**src/rtl/range_bcd_conv.sv**
```systemverilog
// Sequential binary-to-BCD converter with saturation at MAX_DISP; 17 cycles from strobe to result.
// No backpressure: strobes arriving during a conversion go to a one-deep, newest-wins pending slot.
module range_bcd_conv #(
  parameter int MAX_DISP = 9999
) (
  input  logic        CLK_50M,
  input  logic        RST,
  input  logic [15:0] data_in,
  input  logic        data_stb,
  output logic [15:0] bcd_out,
  output logic        over_range,
  output logic        bcd_valid,
  output logic        busy
);

  localparam logic [15:0] MAX_VAL = 16'(MAX_DISP);

  typedef enum logic [1:0] {IDLE, CONV, DONE} state_t;

  state_t      state_q, state_d;
  logic [3:0]  cnt_q, cnt_d;
  logic [31:0] work_q, work_d;
  logic        over_q, over_d;
  logic        pend_q, pend_d;
  logic [15:0] pend_dat_q, pend_dat_d;
  logic [15:0] bcd_out_q, bcd_out_d;
  logic        over_range_q, over_range_d;
  logic        bcd_valid_q, bcd_valid_d;
  logic        busy_q, busy_d;

  logic [15:0] cap_src;
  logic        cap_over;
  logic [15:0] cap_val;
  logic [31:0] work_adj;

  function automatic logic [15:0] add3(input logic [15:0] b);
    logic [15:0] r;
    r = b;
    for (int i = 0; i < 4; i++) begin
      if (b[i*4 +: 4] >= 4'd5) r[i*4 +: 4] = b[i*4 +: 4] + 4'd3;
    end
    return r;
  endfunction

  // A live strobe always beats the pending slot, so capture reads data_in whenever it is present.
  always_comb begin
    cap_src  = data_stb ? data_in : pend_dat_q;
    cap_over = (cap_src > MAX_VAL);
    cap_val  = cap_over ? MAX_VAL : cap_src;
    work_adj = {add3(work_q[31:16]), work_q[15:0]};
  end

  always_comb begin
    state_d      = state_q;
    cnt_d        = cnt_q;
    work_d       = work_q;
    over_d       = over_q;
    pend_d       = pend_q;
    pend_dat_d   = pend_dat_q;
    bcd_out_d    = bcd_out_q;
    over_range_d = over_range_q;
    bcd_valid_d  = 1'b0;

    case (state_q)
      IDLE: begin
        if (data_stb) begin
          work_d  = {16'h0000, cap_val};
          over_d  = cap_over;
          cnt_d   = 4'd0;
          state_d = CONV;
        end
      end
      CONV: begin
        work_d = {work_adj[30:0], 1'b0};
        cnt_d  = cnt_q + 4'd1;
        if (cnt_q == 4'd15) state_d = DONE;
        if (data_stb) begin
          pend_d     = 1'b1;
          pend_dat_d = data_in;
        end
      end
      DONE: begin
        bcd_out_d    = work_q[31:16];
        over_range_d = over_q;
        bcd_valid_d  = 1'b1;
        pend_d       = 1'b0;
        if (data_stb || pend_q) begin
          work_d  = {16'h0000, cap_val};
          over_d  = cap_over;
          cnt_d   = 4'd0;
          state_d = CONV;
        end else begin
          state_d = IDLE;
        end
      end
      default: state_d = IDLE;
    endcase

    busy_d = (state_d != IDLE);
  end

  always_ff @(posedge CLK_50M) begin
    if (RST) begin
      state_q      <= IDLE;
      cnt_q        <= 4'd0;
      work_q       <= 32'h0;
      over_q       <= 1'b0;
      pend_q       <= 1'b0;
      pend_dat_q   <= 16'h0;
      bcd_out_q    <= 16'h0;
      over_range_q <= 1'b0;
      bcd_valid_q  <= 1'b0;
      busy_q       <= 1'b0;
    end else begin
      state_q      <= state_d;
      cnt_q        <= cnt_d;
      work_q       <= work_d;
      over_q       <= over_d;
      pend_q       <= pend_d;
      pend_dat_q   <= pend_dat_d;
      bcd_out_q    <= bcd_out_d;
      over_range_q <= over_range_d;
      bcd_valid_q  <= bcd_valid_d;
      busy_q       <= busy_d;
    end
  end

  assign bcd_out    = bcd_out_q;
  assign over_range = over_range_q;
  assign bcd_valid  = bcd_valid_q;
  assign busy       = busy_q;

endmodule

```
**config.mk**
```make
export PLATFORM = sky130hd
export DESIGN_NAME = range_bcd_conv
export DESIGN_NICKNAME = d
export VERILOG_FILES = /design/src/rtl/range_bcd_conv.sv
export SDC_FILE = /design/constraint.sdc
export NUM_CORES = 1
export LEC_CHECK = 0
export BUFFER_PORTS_ARGS = -buffer_cell sky130_fd_sc_hd__buf_2
export CAP_MARGIN = 25
export CORE_MARGIN = 1
export CORE_UTILIZATION = 48
export DETAILED_ROUTE_END_ITERATION = 7
export PLACE_DENSITY = 0.79
export SLEW_MARGIN = 20
export SYNTH_ARGS = -nofsm -noshare
export SYNTH_HDL_FRONTEND = slang
export SYNTH_SLANG_ARGS = --single-unit
export TNS_END_PERCENT = 20
```
**constraint.sdc**
```tcl
create_clock -name CLK_50M -period 2.1 [get_ports CLK_50M]
set_input_delay 0.525 -clock CLK_50M [delete_from_list [all_inputs] [get_ports CLK_50M]]
set_output_delay 0.525 -clock CLK_50M [all_outputs]
set_load 0.02 [all_outputs]
```
==> impl_metrics.toml, run 1 <==
[status]
status = "completed"

[clock_network]
cts_setup_buffers = 0
ctsRootBufferMaster = "clkbuf_8"
cts_buffers = 9
clk_pin_slew_ns = 0.08
cts-resized-gates = 0
ctsHoldBuffers = 0
cts.path.max_buffers = 2
clock_latency_ns = 0.34
htreeDepth = 3
cts.sinks = 75
tritoncts = "done"

[critical_path]
crit_cells = 5
ff2ff_setup_slack_ns = 0.42
worstReg2RegStart = "state_q[0]$_SDFF_PP0_"
cp_slowest_cell = "dfxtp_1"
cpPeakStageDelay_ns = 0.43
path_buf_inv = 1
worstPathRequired_ns = 2.39
path_class = "flip-flop to flip-flop"
cp.arrival_ns = 1.97
crit_path_max_fanout = 12
start_kind = "flip-flop"
rr_endpoint = "work_q[19]$_SDFFE_PP0P_"
cp-startpoint = "state_q[0]$_SDFF_PP0_"
cp-endpoint = "work_q[19]$_SDFFE_PP0P_"
reg2regPathDepth = 5
critPathCaptureType = "flip-flop"
path_cells = "nor2b_1 -> buf_4 -> nand2_1 -> o32ai_1 -> a32o_1"
critical-path-top-delay-family = "compound AO/OA/AOI/OAI gates"

[global_routing]
overflow = 0
grt_pass1_wl_mm = 11.3
grt_pass1_vias = 2426
grt_max_degree = 23
grt_usage_pct = 20.1
antenna_found_initial = 0

[synth]
synth_area_leaders = "dfxtp_1, a22o_1, nand2_1"
async_flop_share_pct = 0
syn_inst = 327
yosysMostFrequentCell = "dfxtp_1"
ys.flop_type = "dfxtp_1"
yosys-top-cells-count = "dfxtp_1, nand2_1, a21oi_1"
synth_top_area_share_pct = 47.5
synth-edff-count = 0
synth_cell_type_count = 46
syn_area_per_cell_um2 = 9.66
synth_area_leader_cell = "dfxtp_1"
yosysSeqAreaShare_pct = 47.5
yosysWarnings = 0
ys_ff_latch = 75
synth.net_count = 355
syn_area_um2 = 3160

[sta]
setup_violations = 0
fin_worst_skew_ns = 0.00842
fin_setup_tns_ns = 0
slew_headroom_pct = 66.7
period_share_pct = 79.9
drv_slew = 0
rsz0062_at_grt = "no"
hold_viol_final = 0
final.min_clock_period_ns = 1.68
worst_pin_slew_ns = 0.500
max_freq_mhz = 596

[power_and_ir_drop]
p_per_area_nw_per_um2 = 831
power.total_mw = 3.07
peakVddDrop_v = 0.000570
power.leakage_nw = 1.56

[floorplan]
rows = 29
dieArea_um2 = 6910
top_level_ports = 38
core_area_um2 = 6350
start_util_pct = 49.7
fp.dieW_um = 83.1
dieHeight_um = 83.1

[layout]
drive_above_1_share_pct = 22.1
nets = 400
utilization_pct = 58.2
area_delta_synth_final_pct = 17.1
fillers = 553
antenna_cells = 0

[worst_hold_path]
hp-class = "input port to flip-flop"

[routing]
ant_nets = 0
dr_total_vias = 2525
drt_iter0_markers = 96
drt-pass1-iter-count = 5
viasPerCell = 5.57
totalWireLength_mm = 6.39
wire_per_inst_um = 14.1
drcViolationCount = 0

[place]
place.port_buffers = 37
gp_congestion = 0.794
dp_hpwl_mm = 4.48

[run]
maxCapViolCount = 0
-- metrics by stage --
step	worst slack (ns)	cells	hold slack [ns]	instance area [µm²]
CTS	0.424	453	0.407	3700
global placement	0.135	438	0.440	3470
floorplan	0.292	327	0.432	3160
global route	0.309	453	0.422	3700
detailed placement	0.133	438	0.444	3470
finish	0.422	453	0.427	3700
-- logic make-up after synthesis --
logic type	synth area share (%)
multiplexers	6.30
AO/OA/AOI/OAI	24.1
XOR/XNOR	2.22
flip-flops	47.5
AND/OR/NAND/NOR	11.7
buffers and inverters	4.56
adder cells (fa/ha/maj)	3.57
-- layer usage --
metal	share of wire, %	vias up	track usage [%]	wire length, µm
li1	-	1278	-	-
met1	47	1180	25.4	3030
met2	47	60	33.1	3030
met3	4.4	7	6.46	280
met4	0.80	0	5.02	51
met5	0	-	0	0
-- layout make-up --
type	instances	area (µm²)	area share [%]
Clock buffer	10	128	3.45
Tap cell	77	96.3	2.60
Clock inverter	5	103	2.77
Multi-Input combinational cell	221	1510	40.9
Timing Repair Buffer	55	320	8.66
Sequential cell	75	1500	40.6
Inverter	10	37.5	1.01
-- power breakdown --
group	leakage (nW)	switching (mW)	internal, mW	total (mW)
clock network	0.112	0.503	0.781	1.28
registers	0.610	0.0310	1.48	1.51
logic	0.833	0.160	0.122	0.283
-- registers in the layout (all words and copies together) (netlist names) --
register / count
pend_dat_q: 16
bcd_out: 16
bcd_valid: 1
over_range: 1
pend_q: 1
work_q: 32
state_q: 2
cnt_q: 4
over_q: 1
busy: 1
-- how the worst min path moves through the flow --
stage	cells after the start	slack (ns)	to	start
detailed placement	2	0.44	work_q[14]$_SDFFE_PP0P_	work_q[13]$_SDFFE_PP0P_
CTS	3	0.41	pend_dat_q[0]$_SDFFE_PP0P_	data_in[0]
global placement	2	0.44	pend_dat_q[0]$_SDFFE_PP0P_	pend_dat_q[0]$_SDFFE_PP0P_
finish	3	0.43	pend_dat_q[0]$_SDFFE_PP0P_	data_in[0]
floorplan	2	0.43	work_q[14]$_SDFFE_PP0P_	work_q[13]$_SDFFE_PP0P_
global route	3	0.42	pend_dat_q[3]$_SDFFE_PP0P_	data_in[3]
-- cells in the final DEF, fill, tap and decap left out, types with 3 or more instances in the layout --
cell and count:
dfxtp_1 75, nand2_1 40, buf_2 37, a21oi_1 27
a22o_1 24, nor2_1 19, buf_4 18, mux2i_1 12
inv_1 10, o21ai_0 9, ha_1 9, clkbuf_8 9
o32ai_1 8, mux2_2 7, a211oi_1 6, nand2b_1 5
xnor2_1 4, nor3_1 4, xor2_1 4, a32o_1 4
nand3_1 3, or2_2 3, bufinv_16 3
-- worst register-to-register path, cell delays in order (launching register included) --
cell and delay (ns):
dfxtp_1 0.43, nor2b_1 0.20, buf_4 0.19, nand2_1 0.29, o32ai_1 0.34, a32o_1 0.16
Power figures use the tool's default switching activity.
==> run 2: changes to the inputs <==
Settings changed: PLACE_DENSITY 0.79 to 0.81.
Clock period 2.1 ns to 1.38 ns, I/O delays scaled along.
==> run 2 against run 1 <==
  * Via count up 7.6%
  * The run now ends with setup timing left
  * Clock power up 53%
  * Non-clock buffer count up 38
  * Clock skew down 0.0031 ns
  * Wire length up 12%
  * Final cell count up 8.4%
  * Power up 57%
  * Sequential share of layout area down 4.2 points
  * Register-to-register slack worse by 0.44 ns
  * Combinational power up 96%
  * Largest power group unchanged
  * Hold slack worse by 0.19 ns
==> impl_metrics.toml, run 2 (synthesis gave the netlist of run 1 again) <==
[status]
status = "finished, violations left"
violations = "setup timing"

[clock_network]
cts.sinks = 75
cts.path.max_buffers = 2
cts_buffers = 9
clock_latency_ns = 0.35
clk_pin_slew_ns = 0.07
ctsRootBufferMaster = "clkbuf_8"
htreeDepth = 3
tritoncts = "done"
ctsHoldBuffers = 0

[power_and_ir_drop]
p_clk_share_pct = 40.7
intPower_mw = 3.71
peakVddDrop_v = 0.000880
p_sw_mw = 1.11
power.leakage_nw = 1.77
p_seq_share_pct = 47.7
p_sw_share_pct = 23.0
p_per_area_nw_per_um2 = 1150
p_comb_share_pct = 11.5

[layout]
antenna_cells = 0
top_register = "work_q"
area_delta_synth_final_pct = 32.7
largest_register_ffs = 32
mostFrequentLayoutCell = "dfxtp_1"
final_cell_mix = "dfxtp_1, buf_4, nand2_1, buf_2, a22o_1"
drive_above_1_share_pct = 38.6
multi_input_area_um2 = 1650
regArea_um2 = 1520
nets = 438
final_area_um2 = 4190
fillers = 493

[critical_path]
worstReg2RegStart = "pend_dat_q[7]$_SDFFE_PP0P_"
ff2ff_setup_slack_ns = -0.02
path_cells = "buf_2 -> or4b_1 -> o2bb2ai_2 -> o211ai_1 -> buf_4 -> o221a_1"
start_kind = "input port"
reg2regPathDepth = 5
cpPeakStageDelay_ns = 0.53
cp.arrival_ns = 1.67
rr_endpoint = "work_q[5]$_SDFFE_PP0P_"
cp_slowest_cell = "or4b_1"
worstPathRequired_ns = 1.62
crit_path_max_fanout = 6
cp-startpoint = "data_in[7]"
critPathCaptureType = "flip-flop"
cp-endpoint = "work_q[2]$_SDFFE_PP0P_"
path_class = "input port to flip-flop"

[sta]
fin_ws_ns = -0.0455
rsz0062_at_grt = "yes"
fin_setup_tns_ns = -0.254
slew_headroom_pct = 77.7
drv_slew = 0
hold_viol_final = 0
fin_worst_skew_ns = 0.00529
worst_pin_slew_ns = 0.334
setup_violations = 11
max_freq_mhz = 701
final.min_clock_period_ns = 1.43
period_share_pct = 103
hold_slack_ns = 0.242

[floorplan]
start_util_pct = 49.7
dieHeight_um = 83.1
fp.dieW_um = 83.1
core_area_um2 = 6350
top_level_ports = 38
rows = 29
dieArea_um2 = 6910

[routing]
drt-pass1-iter-count = 4
ant_nets = 0
dr_total_vias = 2716
totalWireLength_mm = 7.14
viasPerCell = 5.53
wire_per_inst_um = 14.5
drcViolationCount = 0
drt_iter0_markers = 129

[run]
maxCapViolCount = 0

[global_routing]
overflow = 0
grt_max_degree = 22
grt_usage_pct = 21.0
grt_pass1_vias = 2582
antenna_found_initial = 0
grt_pass1_wl_mm = 11.7

[place]
gp_congestion = 0.800
place.port_buffers = 37
place_area_um2 = 3730
dp_hpwl_mm = 4.76

[worst_hold_path]
hp-class = "input port to flip-flop"
min_delay_path_depth = 3
-- run 2: cell types whose count changed in the layout (fill, tap and decap cells not counted), moves of 3 or more --
cell,previous run,this run
a21oi_1,27,23
buf_4,18,50
buf_6,0,3
dfxtp_1,75,61
dfxtp_2,0,12
ha_1,9,6
ha_2,0,3
inv_1,10,7
nand2b_1,5,2
nand2b_4,0,3
-- run 2: final cells by class --
type,count,share of cell area (%)
sequential,75,36.4
multi-input combinational,221,39.4
tap,77,2.30
inverter,10,0.985
clock buffer,10,3.04
clock inverter,5,2.45
timing repair buffer,93,15.5
-- run 2: power by group through the flow --
stage / clock network [mW] / logic, mW / registers, mW
2_1_floorplan: 0 / 0.296 / 2.33
3_3_place_gp: 0 / 0.478 / 2.34
3_5_place_dp: 0 / 0.491 / 2.34
4_1_cts: 2.00 / 0.499 / 2.29
5_1_grt: 2.11 / 0.611 / 2.30
6_report: 1.96 / 0.556 / 2.30
-- run 2: timing repair --
item,CTS,global route
pin swaps,1,12
setup buffers,0,6
gates cloned,0,1
resized for setup,11,48
setup endpoints to repair,37,49
-- run 2: routing by layer --
metal | vias to the layer above | share of wire [%] | track usage (%)
met5 | - | 0 | 0
met4 | 0 | 1.4 | 6.74
met3 | 11 | 4.2 | 5.77
met2 | 64 | 51 | 36.9
met1 | 1287 | 43 | 24.7
li1 | 1354 | - | -
-- run 2: worst min-delay path by stage --
stage,startpoint,to
4_1_cts,data_in[3],pend_dat_q[3]$_SDFFE_PP0P_
2_1_floorplan,work_q[13]$_SDFFE_PP0P_,work_q[14]$_SDFFE_PP0P_
5_1_grt,data_in[1],pend_dat_q[1]$_SDFFE_PP0P_
3_3_place_gp,pend_dat_q[1]$_SDFFE_PP0P_,pend_dat_q[1]$_SDFFE_PP0P_
3_5_place_dp,pend_dat_q[15]$_SDFFE_PP0P_,pend_dat_q[15]$_SDFFE_PP0P_
6_report,data_in[15],pend_dat_q[15]$_SDFFE_PP0P_
-- run 2: critical path, delay by kind of cell --
family | cells | cell delay [ns]
AND/OR/NAND/NOR | 1 | 0.53
AO/OA/AOI/OAI | 3 | 0.49
buffers and inverters | 2 | 0.30
-- run 2: stage by stage --
stage	instances	worst slack [ns]	utilization (%)	power [mW]
floorplan	327	-0.168	-	2.63
global route	491	-0.112	66.0	5.02
CTS	485	-0.0620	63.0	4.79
global placement	470	-0.349	58.8	2.81
detailed placement	470	-0.362	58.8	2.83
finish	491	-0.0455	66.0	4.81
